**src/rtl/dwt_pkg.sv**
```systemverilog
// Shared definitions for the inverse DWT path: data widths, reconstruction FSM states
// and the pointer width helper.
package dwt_pkg;

    localparam int PIX_W  = 8;
    localparam int COEF_W = 16;

    typedef enum logic [1:0] {
        IDLE   = 2'd0,
        SEND_A = 2'd1,
        SEND_B = 2'd2
    } state_e;

    // Bits needed to index one line of an image that is `width` pixels wide.
    function automatic int ptr_w(input int width);
        return (width > 2) ? $clog2(width) : 2;
    endfunction

endpackage

```
**src/rtl/haar_inv_core.sv**
```systemverilog
// Combinational inverse Haar step.
// Rebuilds the pixel pair (A, B) from one average/difference coefficient pair (L, H).
module haar_inv_core
    import dwt_pkg::*;
(
    input  logic [PIX_W-1:0] l_i,
    input  logic [PIX_W-1:0] h_i,
    output logic [PIX_W-1:0] a_o,
    output logic [PIX_W-1:0] b_o
);

    logic [PIX_W:0] sum;

    assign sum = {1'b0, l_i} + {1'b0, h_i};

    // The forward stage truncates, so both results clamp into the pixel range.
    assign a_o = sum[PIX_W] ? {PIX_W{1'b1}} : sum[PIX_W-1:0];
    assign b_o = (l_i < h_i) ? '0 : (l_i - h_i);

endmodule

```
**src/rtl/imac.sv**
```systemverilog
// Inverse Haar reconstruction unit.
// Takes one {L, H} word per handshake and streams out the two rebuilt pixels.
module imac
    import dwt_pkg::*;
#(
    parameter int   HEIGHT = 256,
    parameter int   WIDTH  = 256,
    localparam int  PW     = ptr_w(WIDTH)
) (
    input  logic              clk,
    input  logic              rst,
    input  logic [COEF_W-1:0] coef_input,
    input  logic              i_valid,
    output logic              o_ready,
    input  logic              i_mode,
    input  logic [PW-1:0]     i_row_column_pointer,
    input  logic [PW-1:0]     i_pixel_pointer,
    output logic [PIX_W-1:0]  pixel_output,
    output logic              o_valid,
    input  logic              i_ready,
    output logic              o_mode,
    output logic [PW-1:0]     o_row_column_pointer,
    output logic [PW-1:0]     o_pixel_pointer
);

    // The row/column pointer shares PW bits between both passes.
    if (HEIGHT > WIDTH) begin : g_height_check
        $error("imac: HEIGHT must not exceed WIDTH");
    end

    state_e           state_q;
    logic [PIX_W-1:0] pix_q;
    logic [PIX_W-1:0] b_q;
    logic             valid_q;
    logic             mode_q;
    logic [PW-1:0]    row_q;
    logic [PW-1:0]    ptr_q;

    logic [PIX_W-1:0] core_a;
    logic [PIX_W-1:0] core_b;
    logic [PW-1:0]    pair_base;
    logic             accept;

    haar_inv_core u_core (
        .l_i (coef_input[COEF_W-1:PIX_W]),
        .h_i (coef_input[PIX_W-1:0]),
        .a_o (core_a),
        .b_o (core_b)
    );

    // Coefficient index p owns pixels 2p and 2p+1; p is always below WIDTH/2.
    assign pair_base = {i_pixel_pointer[PW-2:0], 1'b0};

    assign o_ready = (state_q == IDLE) || ((state_q == SEND_B) && i_ready);
    assign accept  = i_valid && o_ready;

    always_ff @(posedge clk or posedge rst) begin
        if (rst) begin
            state_q <= IDLE;
            pix_q   <= '0;
            b_q     <= '0;
            valid_q <= 1'b0;
            mode_q  <= 1'b0;
            row_q   <= '0;
            ptr_q   <= '0;
        end else if (accept) begin
            state_q <= SEND_A;
            pix_q   <= core_a;
            b_q     <= core_b;
            valid_q <= 1'b1;
            mode_q  <= i_mode;
            row_q   <= i_row_column_pointer;
            ptr_q   <= pair_base;
        end else begin
            unique case (state_q)
                IDLE: begin
                    state_q <= IDLE;
                end
                SEND_A: begin
                    if (i_ready) begin
                        state_q  <= SEND_B;
                        pix_q    <= b_q;
                        ptr_q[0] <= 1'b1;
                    end
                end
                SEND_B: begin
                    // Reaching here with i_ready set means the pair is done and nothing new came in.
                    if (i_ready) begin
                        state_q <= IDLE;
                        valid_q <= 1'b0;
                    end
                end
                default: begin
                    state_q <= IDLE;
                    valid_q <= 1'b0;
                end
            endcase
        end
    end

    assign pixel_output         = pix_q;
    assign o_valid              = valid_q;
    assign o_mode               = mode_q;
    assign o_row_column_pointer = row_q;
    assign o_pixel_pointer      = ptr_q;

endmodule

```
**config.mk**
```make
export PLATFORM = sky130hd
export DESIGN_NAME = imac
export DESIGN_NICKNAME = d
export VERILOG_FILES = /design/src/rtl/dwt_pkg.sv /design/src/rtl/haar_inv_core.sv /design/src/rtl/imac.sv
export SDC_FILE = /design/constraint.sdc
export NUM_CORES = 1
export LEC_CHECK = 0
export ABC_AREA = 1
export CAP_MARGIN = 10
export CORE_ASPECT_RATIO = 1.1
export CORE_MARGIN = 2
export CORE_UTILIZATION = 40
export DETAILED_ROUTE_END_ITERATION = 10
export GPL_TIMING_DRIVEN = 0
export PLACE_DENSITY = 0.68
export SLEW_MARGIN = 0
export SYNTH_ARGS = -nofsm -noshare
export SYNTH_HDL_FRONTEND = slang
export SYNTH_SLANG_ARGS = --single-unit
```
**constraint.sdc**
```tcl
create_clock -name clk -period 1.3 [get_ports clk]
set_input_delay 0.39 -clock clk [delete_from_list [all_inputs] [get_ports clk]]
set_output_delay 0.39 -clock clk [all_outputs]
set_load 0.01 [all_outputs]
```
==> out/results.txt <==
Die Y -> 83.0 um
Total die area -> 6300 sq um
Seq cells post-synth -> 36
Vias in the first global route -> 2,085
Residual DRC -> 0
Post-DP HPWL -> 4.06 mm
Worst r2r dst -> pixel_output[2]
Worst Skew -> 0.00821 ns
GRT Util Overall -> 18.2%
Reg2reg setup slack -> -0.08 ns
Required @ worst endpoint -> 1.46 ns
Status -> complete, but fails checks
Antenna violations before repair -> 0
Post-synth top area share -> 39.7%
Root Driver -> clkbuf_8
Slew Limit Fails -> 0
Synth area leaders -> dfrtp_1, nand2_1, ha_1
Post-Place Cells -> 437
CP Cell Sequence -> buf_12 > ha_4 > fa_2 > nand2_4 > nand2_4 > nand2_4 > nor2_4 > nor2_4 > nand2_1 > nand2_1 > o211ai_1
Synth Area per Inst -> 7.60 sq um
Drt first-iter violations -> 62
Netlist cell types -> 32
Failing checks -> setup timing
Port Buffers -> 62
XOR/XNOR Fraction of Synth Area -> 1.54%
CTS Hold Bufs -> 0
Post-synthesis simple-gate area fraction -> 31.3%
Peak supply drop -> 0.606 mV
Final Cycle Share -> 123%
Post-layout min period -> 1.60 ns
Ant diodes -> 0
Final WL -> 5.93 mm
Num CTS Buffers -> 5
Final ANT Viol Nets -> 0
CP startpoint kind -> input port
Die X -> 75.8 um
Wire per inst -> 12.8 um
Number of flops mapped to enable cells by yosys -> 0
CP endpoint -> pixel_output[0]
Synth Area in Adders -> 10.6%
CTS tree -> done
Placement row count -> 28
Initial Util -> 41.8%
Worst r2r path cells -> 8
Fin worst setup slack -> -0.304 ns
Top_reg_cell synth -> dfrtp_1
Largest family of logic cells by synthesized area -> simple AND/OR/NAND/NOR gates
Cell Area, Synth -> 2270 sq um
Fmax -> 623 MHz
Pwr dens -> 1530 nW/um^2
Critical R2R Launch -> state_q[0]
Crit. End Element -> register
Io pins -> 64
Final hold vios -> 0
Asr flop ratio synth -> 100%
Crit path top cell by count -> nand2_4
Via density per instance -> 4.72
Clock Tree Buf Depth -> 2
CTS H-tree lvls -> 2
Count of final setup violators -> 17
Layout Nets -> 441
Area Growth Syn to Fin -> 51.4%
Clock slew at reported path FFs -> 0.07 ns
Crit path from -> coef_input[8]
RD Place Congestion -> 0.784
Yosys synthesis warning count -> 0
Post-synthesis mux area share -> 0%
# clock sinks -> 36
Crit Path Max Fanout -> 7
Final cell count without fillers -> 462
Via count -> 2,180
Share of post-route cells with drive strength above 1 -> 40.3%
Unrepaired setup endpoints after global routing -> true
Static Leak -> 1.78 nW
Post-synthesis sequential area ratio -> 39.7%
Fin Hold WS -> 0.406 ns
Max cap viols -> 0
Placement Setup Slack -> -1.16 ns
WS Path Type -> in2reg
Mapped Cells -> 299
Core footprint -> 5430 sq um
Critical path arrival -> 1.77 ns
Least-Margin Pin Slew -> 0.495 ns
Max_slew headroom -> 66.9%
Synth Area in Compound Gates -> 8.21%
Largest net degree at the start of global routing -> 24
Drt pass-1 iters -> 4
Slowest-stage cell, CP -> fa_2
First-pass GRT wire length -> 9.16 mm
Hold Crit Class -> in2reg
Grt ovf -> 0
Worst-Skew Late Latency -> 0.29 ns
Synth top cells by count -> nand2_1, dfrtp_1, inv_1, ha_1, nand3_1
Max incr delay on CP -> 0.38 ns
Count leader, synth -> nand2_1
Mapped Nets -> 354
Cell taking the most area after synthesis -> dfrtp_1
## state kept, by name, summed over array words and instances (netlist names)
signal and cells:
o_row_column_pointer 8, o_valid 1, o_pixel_pointer 8, b_q 8
state_q 2, pixel_output 8, o_mode 1
## cell families (layout without fill, tap and decap cells)
kind of cell	after synthesis	in the layout
adders and majority gates	18	18
AOI/OAI and AO/OA	30	30
buffers and inverters	42	130
and+or+nand+nor	169	169
xor gates and xnor gates	4	4
DFF	36	36
## layer usage
metal	vias up	GRT usage [%]	share of wire, %
met5	-	0	0
met4	0	4.63	1.1
met3	9	3.88	6.5
met2	74	31.9	52
met1	996	21.8	41
li1	1101	-	-
## layout make-up
type / instances / area [sq um]
clock inverter: 2 / 35.0
multi-input combinational: 221 / 1480
tap: 75 / 93.8
fill: 477 / 1990
sequential: 36 / 901
timing repair buffer: 82 / 641
clock buffer: 6 / 72.6
buffer: 6 / 56.3
inverter: 34 / 156
## timing repair
item                       CTS  global route
setup endpoints to repair   62            72
hold endpoints to repair     0             0
resized for setup          149            74
pin swaps                   32            31
cloned                       1             0
buffers inserted            11             7
## worst max-delay path, delay by kind of cell
family                     cells  cell delay (ns)
adders and majority gates      2             0.54
and+or+nand+nor                7             0.63
buffers and inverters          1             0.11
AOI/OAI and AO/OA              1             0.08
## report_power, final
part / internal [mW] / leakage [nW] / switching (mW)
clock network: 0.569 / 0.0552 / 0.378
logic: 1.08 / 1.27 / 1.38
registers: 1.62 / 0.448 / 0.242
total: 3.26 / 1.78 / 2.00
## stage by stage
step / area [sq um] / power, mW / utilization [%] / TNS [ns]
2_1_floorplan: 2340 / 3.16 / - / -3.59
3_3_place_gp: 3060 / 4.33 / 56.3 / -52.04
3_5_place_dp: 3070 / 4.40 / 56.6 / -34.56
4_1_cts: 3390 / 5.27 / 62.4 / -3.25
5_1_grt: 3440 / 5.70 / 63.3 / -4.71
6_report: 3440 / 5.26 / 63.3 / -3.27
## worst min path at each step
| stage | from | cells after the start | endpoint |
|---|---|---|---|
| detailed placement | o_pixel_pointer[0] | 2 | o_pixel_pointer[0] |
| CTS | coef_input[0] | 3 | b_q[0] |
| floorplan | b_q[7] | 2 | b_q[7] |
| finish | coef_input[0] | 3 | b_q[0] |
| global route | coef_input[0] | 3 | b_q[0] |
| global placement | o_pixel_pointer[0] | 2 | o_pixel_pointer[0] |
## cells in the final DEF (no fill, tap or decap), types with 7 or more instances in the layout
cell             netlist  final
nand3_1               13      8
nand2_4                1      7
inv_1                 28     15
clkbuf_2               0     17
dfrtp_1               36     36
nand2_1              127    110
o21ai_0               11      7
buf_2                  3     18
nand2_2                7     18
a21oi_2                3      7
nor2_1                11      9
clkdlybuf4s50_1        0     17
ha_4                   0      8
inv_2                  4     13
buf_4                  3     14
buf_6                  1      8
No activity file was read; power rests on OpenSTA's default activity.
==> RTL edit 1 (same settings) <==
Change the parameter `WIDTH` from 256 to 264.
--- a/src/rtl/imac.sv
+++ b/src/rtl/imac.sv
@@ -4,7 +4,7 @@
     import dwt_pkg::*;
 #(
     parameter int   HEIGHT = 256,
-    parameter int   WIDTH  = 256,
+    parameter int   WIDTH  = 264,
     localparam int  PW     = ptr_w(WIDTH)
 ) (
     input  logic              clk,
Ports: changed (resized i_pixel_pointer, i_row_column_pointer, o_pixel_pointer and o_row_column_pointer); port bits go from 64 to 68. The function was not compared with the original's and may differ.
==> RTL edit 1 against the unedited design <==
The run still ends with setup timing left. Clock power decreased by 13%. Final cell count rose by 2.2%. Total power is 5.1% higher. Sequential cell count increased by 2. Count of clock-buffer cells in the layout grew 1. Worst setup slack better by 0.012 ns. Final area up 1.8%. First-iteration DRC count is 77% higher. Clock skew fell by 0.0030 ns. Synthesized area increased by 1.7%. Die area increased by 1.6%. Wire length up 1.8%. Critical endpoint is now b_q[7].
==> RTL edit 1: results (changes against the unedited design) <==
The logs give -0.291 ns (+0.0124 ns) for the worst path setup slack after routing and 472 (+2.2%) for the number of cells in the finished layout apart from fillers. The setup TNS after final layout was -4.08 ns (-0.812 ns). Beginning of the worst register-to-register path: state_q[0].

The xor/xnor cell area share of the yosys netlist works out to 2.28% (+0.73 points). The cell sitting at the root of the clock tree is a sky130_fd_sc_hd__clkbuf_8. The number of design-rule violations left by the first detailed-router iteration was 110 (+77%); the share of async-settable or async-resettable flops after synthesis was 100% (unchanged). For the final HPWL from detailed placement, the log shows 4150 microns (+2.2%).

CTS clock-pin slew for the worst setup and hold paths: 0.07 ns (about the same). Critical path data arrival time: 1.77 ns (about the same). The tools report the origin of the worst setup path as coef_input[8]. Net total in the final layout: 451 (+2.3%). The area share of fa/ha/maj cells after synthesis was 10.4% (-0.17 points).

The logs give 2 (unchanged) for the number of levels in the clock H-tree and 2223 (+2.0%) for the via count of the routed design. The flow ran to the end, but the final reports show violations. The global-route wire length before repair was 10100 microns (+10%); the post-synthesis sequential area ratio was 41.2% (+1.5 points).

Worst hold path class: reg -> reg. The setup-violating endpoint count in the final report was 17 (unchanged). The startpoint identified for the worst hold timing path is o_pixel_pointer[0]. The tightest slew margin relative to the limit was 48.3% (-19 points). The number of buffers inserted by port buffering is 66 (+6.5%), and the final weighted congestion of routability-driven global placement is 0.834 (+6.4%). The instance area after placement came out at 3160 sq um (+2.7%). Yosys attributes the largest share of cell area to sky130_fd_sc_hd__dfrtp_1 (41%), sky130_fd_sc_hd__nand2_1 (20%), sky130_fd_sc_hd__ha_1 (8.7%). The instance count of the mapped netlist is 300 (+0.33%), and the area fraction in compound gates after synthesis is 8.73% (+0.52 points).

For the worst-case clock skew, the log shows 0.00522 ns (-0.00298 ns). The final reports fail on setup timing. Number of distinct standard cells referenced by the synthesized netlist: 27 (-16%). The wire length per cell is 12.8 microns (-0.32%), and the worst slack at placement is -1.19 ns (-0.0322 ns). The tools report the cell count after placement as 443 (+1.4%). The CTS buffer count was 5 (unchanged).

The run gives 1.80 nW (+1.5%) as the leakage power total. For the first-pass iteration count of the detailed router, the log shows 4 (unchanged). The tools report the global-route usage over all layers as 19.5% (+1.3 points). The commonest cells after synthesis are sky130_fd_sc_hd__nand2_1 (122), sky130_fd_sc_hd__dfrtp_1 (38), sky130_fd_sc_hd__inv_1 (31). The peak ir drop on the vdd network was 0.640 mV (+5.6%); the layout cell share with drive strength beyond 1 was 36.7% (-3.6 points). The largest fanout on the critical path works out to 4 (-3).

The run gives 357 (+0.85%) as the post-synthesis net count. The count of yosys warnings during synthesis is 0 (unchanged), and the largest net degree at the start of global routing is 39 (+63%).
[RTL edit 1: cell types whose count changed after synthesis, sizes merged, moves of 2 or more]
cell	delta
a21o	-2
a21oi	+5
dfrtp	+2
nand2	-11
nand4	-2
nor2	+7
o21a	-2
o21bai	+3
xor2	+2
[RTL edit 1: critical path, stage by stage]
cell and delay [ns]:
sky130_fd_sc_hd__buf_12 0.10, sky130_fd_sc_hd__buf_8 0.12, sky130_fd_sc_hd__inv_12 0.04, sky130_fd_sc_hd__ha_4 0.11
sky130_fd_sc_hd__inv_2 0.04, sky130_fd_sc_hd__fa_2 0.40, sky130_fd_sc_hd__nand3_2 0.10, sky130_fd_sc_hd__nand3_4 0.09
sky130_fd_sc_hd__nand2_4 0.07, sky130_fd_sc_hd__a21oi_4 0.07, sky130_fd_sc_hd__buf_4 0.14, sky130_fd_sc_hd__nand3_2 0.05
sky130_fd_sc_hd__nand2_1 0.04
[RTL edit 1: final cells by class]
class                      instances  area (sq um)
fill                             521          2160
multi-input combinational        220          1420
sequential                        38           951
timing repair buffer              88           684
inverter                          34           148
buffer                             7           111
tap                               77          96.3
clock buffer                       7          86.3
clock inverter                     1          5.00
[RTL edit 1: routing by layer]
layer	GRT usage (%)	vias up	part of all wire, %
met1	24.4	1026	43
met5	0	-	0
met4	6.28	0	1.7
met3	3.79	9	4.5
li1	-	1119	-
met2	33.7	69	51
[RTL edit 1: path summary, 6_finish.rpt]
check                                     endpoint  slack, ns  cells past startpoint
min reg2reg                     o_pixel_pointer[0]       0.47                      2
min in group asynchronous  o_row_column_pointer[7]       0.57                      2
max in group asynchronous          pixel_output[4]       0.23                      2
max                                         b_q[7]      -0.29                     13
min                             o_pixel_pointer[0]       0.47                      2
max reg2reg                        pixel_output[1]      -0.13                      8
[RTL edit 1: report_power, final]
group	switching, mW	leakage [nW]	total (mW)	internal [mW]
registers	0.302	0.470	2.02	1.72
logic	1.46	1.28	2.69	1.23
clock network	0.399	0.0482	0.827	0.428
total	2.16	1.80	5.53	3.38
[RTL edit 1: logic make-up after synthesis]
| group | after synthesis |
|---|---|
| AOI/OAI and AO/OA | 34 |
| xor gates and xnor gates | 6 |
| adders and majority gates | 18 |
| buffers and inverters | 42 |
| DFF | 38 |
| and+or+nand+nor | 162 |
[RTL edit 1: what timing repair did]
| action | 4_1_cts | 5_1_grt |
|---|---|---|
| hold buffers | 0 | 0 |
| cloned | 0 | 1 |
| pin swaps | 29 | 22 |
| setup endpoints to repair | 66 | 42 |
| setup buffers | 15 | 6 |
| resized for setup | 179 | 57 |
==> RTL edit 2 (config.mk and constraints unchanged) <==
Made on the original files. Encoding of `state_e`: now one-hot (3 bits for 3 states).
--- a/src/rtl/dwt_pkg.sv
+++ b/src/rtl/dwt_pkg.sv
@@ -5,10 +5,10 @@
     localparam int PIX_W  = 8;
     localparam int COEF_W = 16;
 
-    typedef enum logic [1:0] {
-        IDLE   = 2'd0,
-        SEND_A = 2'd1,
-        SEND_B = 2'd2
+    typedef enum logic [2:0] {
+        IDLE   = 3'b001,
+        SEND_A = 3'b010,
+        SEND_B = 3'b100
     } state_e;
 
     // Bits needed to index one line of an image that is `width` pixels wide.
Check against the original RTL: same outputs for any inputs over 10 cycles, from zero or initial values and one cycle with rst high; not proved beyond that.
==> RTL edit 2 against the unedited design <==
The flow still finishes with violations (setup timing). Final area up 8.6%. Via count up 4.1%. Synthesized area down 0.22%. Total power up 22%. Non-clock buffer count up 16. Worst setup slack worse by 0.026 ns. Wire length up 4.0%. Sequential cell count up 1. Largest cell class unchanged.
==> RTL edit 2: results (changes against the unedited design) <==
The worst hold path belongs to the class reg -> reg. By area the synthesized netlist is led by sky130_fd_sc_hd__dfrtp_1 (40%), sky130_fd_sc_hd__nand2_1 (16%), sky130_fd_sc_hd__ha_1 (8.8%). The number of buffers inserted by port buffering was 62 (unchanged); the post-synthesis sequential area ratio was 40.9% (+1.2 points). For the worst-skew pair, the clock arrives at the later sink with an insertion delay of 0.28 ns. The final weighted congestion of routability-driven global placement is 0.802 (+2.4%), and the antenna cell count is 0 (unchanged). First-pass iteration count of the detailed router: 4 (unchanged). The tools report the number of global-route vias before repair as 2182 (+4.7%).

The fill cell total of the finished layout came out at 420 (-12%). Clock root buffer: sky130_fd_sc_hd__clkbuf_8. The peak ir drop on the vdd network is 0.699 mV (+15%). The number of cells on the worst reg-to-reg path was 9 (+1); the number of buffers between clock root and the deepest sink was 2 (unchanged). The checks that failed: setup timing.

The wire length per cell is 13.2 microns (+2.7%), and the post-synthesis net count is 346 (-2.3%). The number of design-rule violations left by the first detailed-router iteration came out at 85 (+37%). The tightest slew margin relative to the limit is 48.5% (-18 points), and the detail-routed via count per cell is 4.85 (+2.7%). In the synthesized netlist, the cells that appear most often are sky130_fd_sc_hd__nand2_1 (94), sky130_fd_sc_hd__dfrtp_1 (36), sky130_fd_sc_hd__inv_1 (34). The instance area after placement is 3100 sq um (+0.98%), and the via count of the routed design is 2269 (+4.1%).

For the number of antenna violations at the first check in global routing, the log shows 0 (unchanged). The setup-violating endpoint count in the final report was 37 (+20). For the count of yosys warnings during synthesis, the log shows 0 (unchanged). For the max-slew violation total from the final report, the log shows 0 (unchanged).

The share of async-settable or async-resettable flops after synthesis is 100% (unchanged), and the worst path setup slack after routing is -0.329 ns (-0.0255 ns). The number of distinct standard cells referenced by the synthesized netlist was 35 (+9.4%). The layout cell share with drive strength beyond 1 was 48.6% (+8.3 points). The run gives 5 (unchanged) as the CTS buffer count. The cell count after placement is 428 (-2.1%).

The synthesized area divided by synthesized cell count came out at 7.79 sq um (+2.5%). The largest fanout on the critical path is 2 (-5). The area growth from synthesis to layout works out to 64.8%.

The run gives 447 (+1.4%) as the net total in the final layout. The worst slack at placement is -1.19 ns (-0.0278 ns). In the synthesized netlist the dominant register cell turns out to be sky130_fd_sc_hd__dfrtp_1. The CTS clock-pin slew for the worst setup and hold paths came out at 0.07 ns (about the same). For the global-route usage over all layers, the log shows 19.3% (+1.1 points). The leakage power total came out at 1.88 nW (+5.8%). The logs give 9610 microns (+5.0%) for the global-route wire length before repair and 4020 microns (-1.1%) for the final HPWL from detailed placement. For the worst-case clock skew, the log shows 0.00526 ns (-0.00295 ns). The flow ran to the end, but the final reports show violations. The hold-critical path depth is 2 (-1). The largest net degree at the start of global routing was 38 (+58%); the number of levels in the clock H-tree was 2 (unchanged).
-- RTL edit 2: cell types whose count changed after synthesis, moves of 5 or more --
cell                      delta
sky130_fd_sc_hd__o21ai_1     +8
sky130_fd_sc_hd__nand2_1    -33
sky130_fd_sc_hd__inv_1       +6
sky130_fd_sc_hd__nand3_1     +7
sky130_fd_sc_hd__nand2_2     -5
sky130_fd_sc_hd__a21oi_1     +6
-- RTL edit 2: where the power goes --
| group | switching [mW] | internal (mW) |
|---|---|---|
| Sequential | 0.308 | 1.69 |
| Clock | 0.390 | 0.479 |
| Combinational | 1.83 | 1.73 |
| Total | 2.53 | 3.89 |
-- RTL edit 2: layer usage --
layer | wire (microns) | share of wire [%] | global-route usage, % | vias to the layer above
li1 | - | - | - | 1120
met1 | 2500 | 40 | 22.7 | 1082
met2 | 3300 | 54 | 34.6 | 57
met3 | 269 | 4.4 | 3.64 | 10
met4 | 97 | 1.6 | 4.94 | 0
met5 | 0 | 0 | 0 | -
-- RTL edit 2: worst max-delay path: stages, from the launching register on --
cell and delay [ns]:
sky130_fd_sc_hd__dfstp_2 0.54, sky130_fd_sc_hd__inv_2 0.05, sky130_fd_sc_hd__nor2_2 0.08, sky130_fd_sc_hd__nand2_2 0.08
sky130_fd_sc_hd__o21ai_4 0.08, sky130_fd_sc_hd__buf_6 0.13
-- RTL edit 2: stage by stage --
stage	setup TNS, ns	power (mW)
2_1_floorplan	-4.88	3.47
3_3_place_gp	-56.11	4.72
3_5_place_dp	-33.42	4.77
4_1_cts	-7.32	6.17
5_1_grt	-9.97	6.87
6_report	-6.70	6.42
-- RTL edit 2: worst paths after layout --
path,startpoint,endpoint,slack (ns)
min reg2reg,b_q[6],b_q[6],0.48
max in group asynchronous,rst,pixel_output[2],0.25
min,b_q[6],b_q[6],0.48
max reg2reg,state_q[0],pixel_output[6],-0.23
max,state_q[0],o_ready,-0.33
min in group asynchronous,rst,o_pixel_pointer[5],0.57
-- RTL edit 2: final cells by class --
class | instances | share of cell area, %
clock inverters | 1 | 0.134
multi-input cells | 207 | 40.7
repair buffers | 97 | 22.7
inverters | 37 | 4.26
flip-flops and latches | 37 | 24.8
clock buffers | 7 | 2.58
plain buffers | 7 | 2.31
well taps | 75 | 2.51
-- RTL edit 2: timing repair --
item | CTS | global route
setup buffers | 19 | 14
gates cloned | 3 | 0
resized for setup | 200 | 68
pin swaps | 39 | 36
setup endpoints to repair | 64 | 52
-- RTL edit 2: cells by family (layout without fill, tap and decap cells) --
family          count (synthesis)  in the layout  share of synthesized area [%]
compound gates                 40             40                           9.39
xor+xnor                        7              7                           2.71
fa+ha+maj                      18             18                           10.6
buf+inv                        47            149                           9.39
flops                          37             37                           40.9
simple gates                  142            142                           27.0
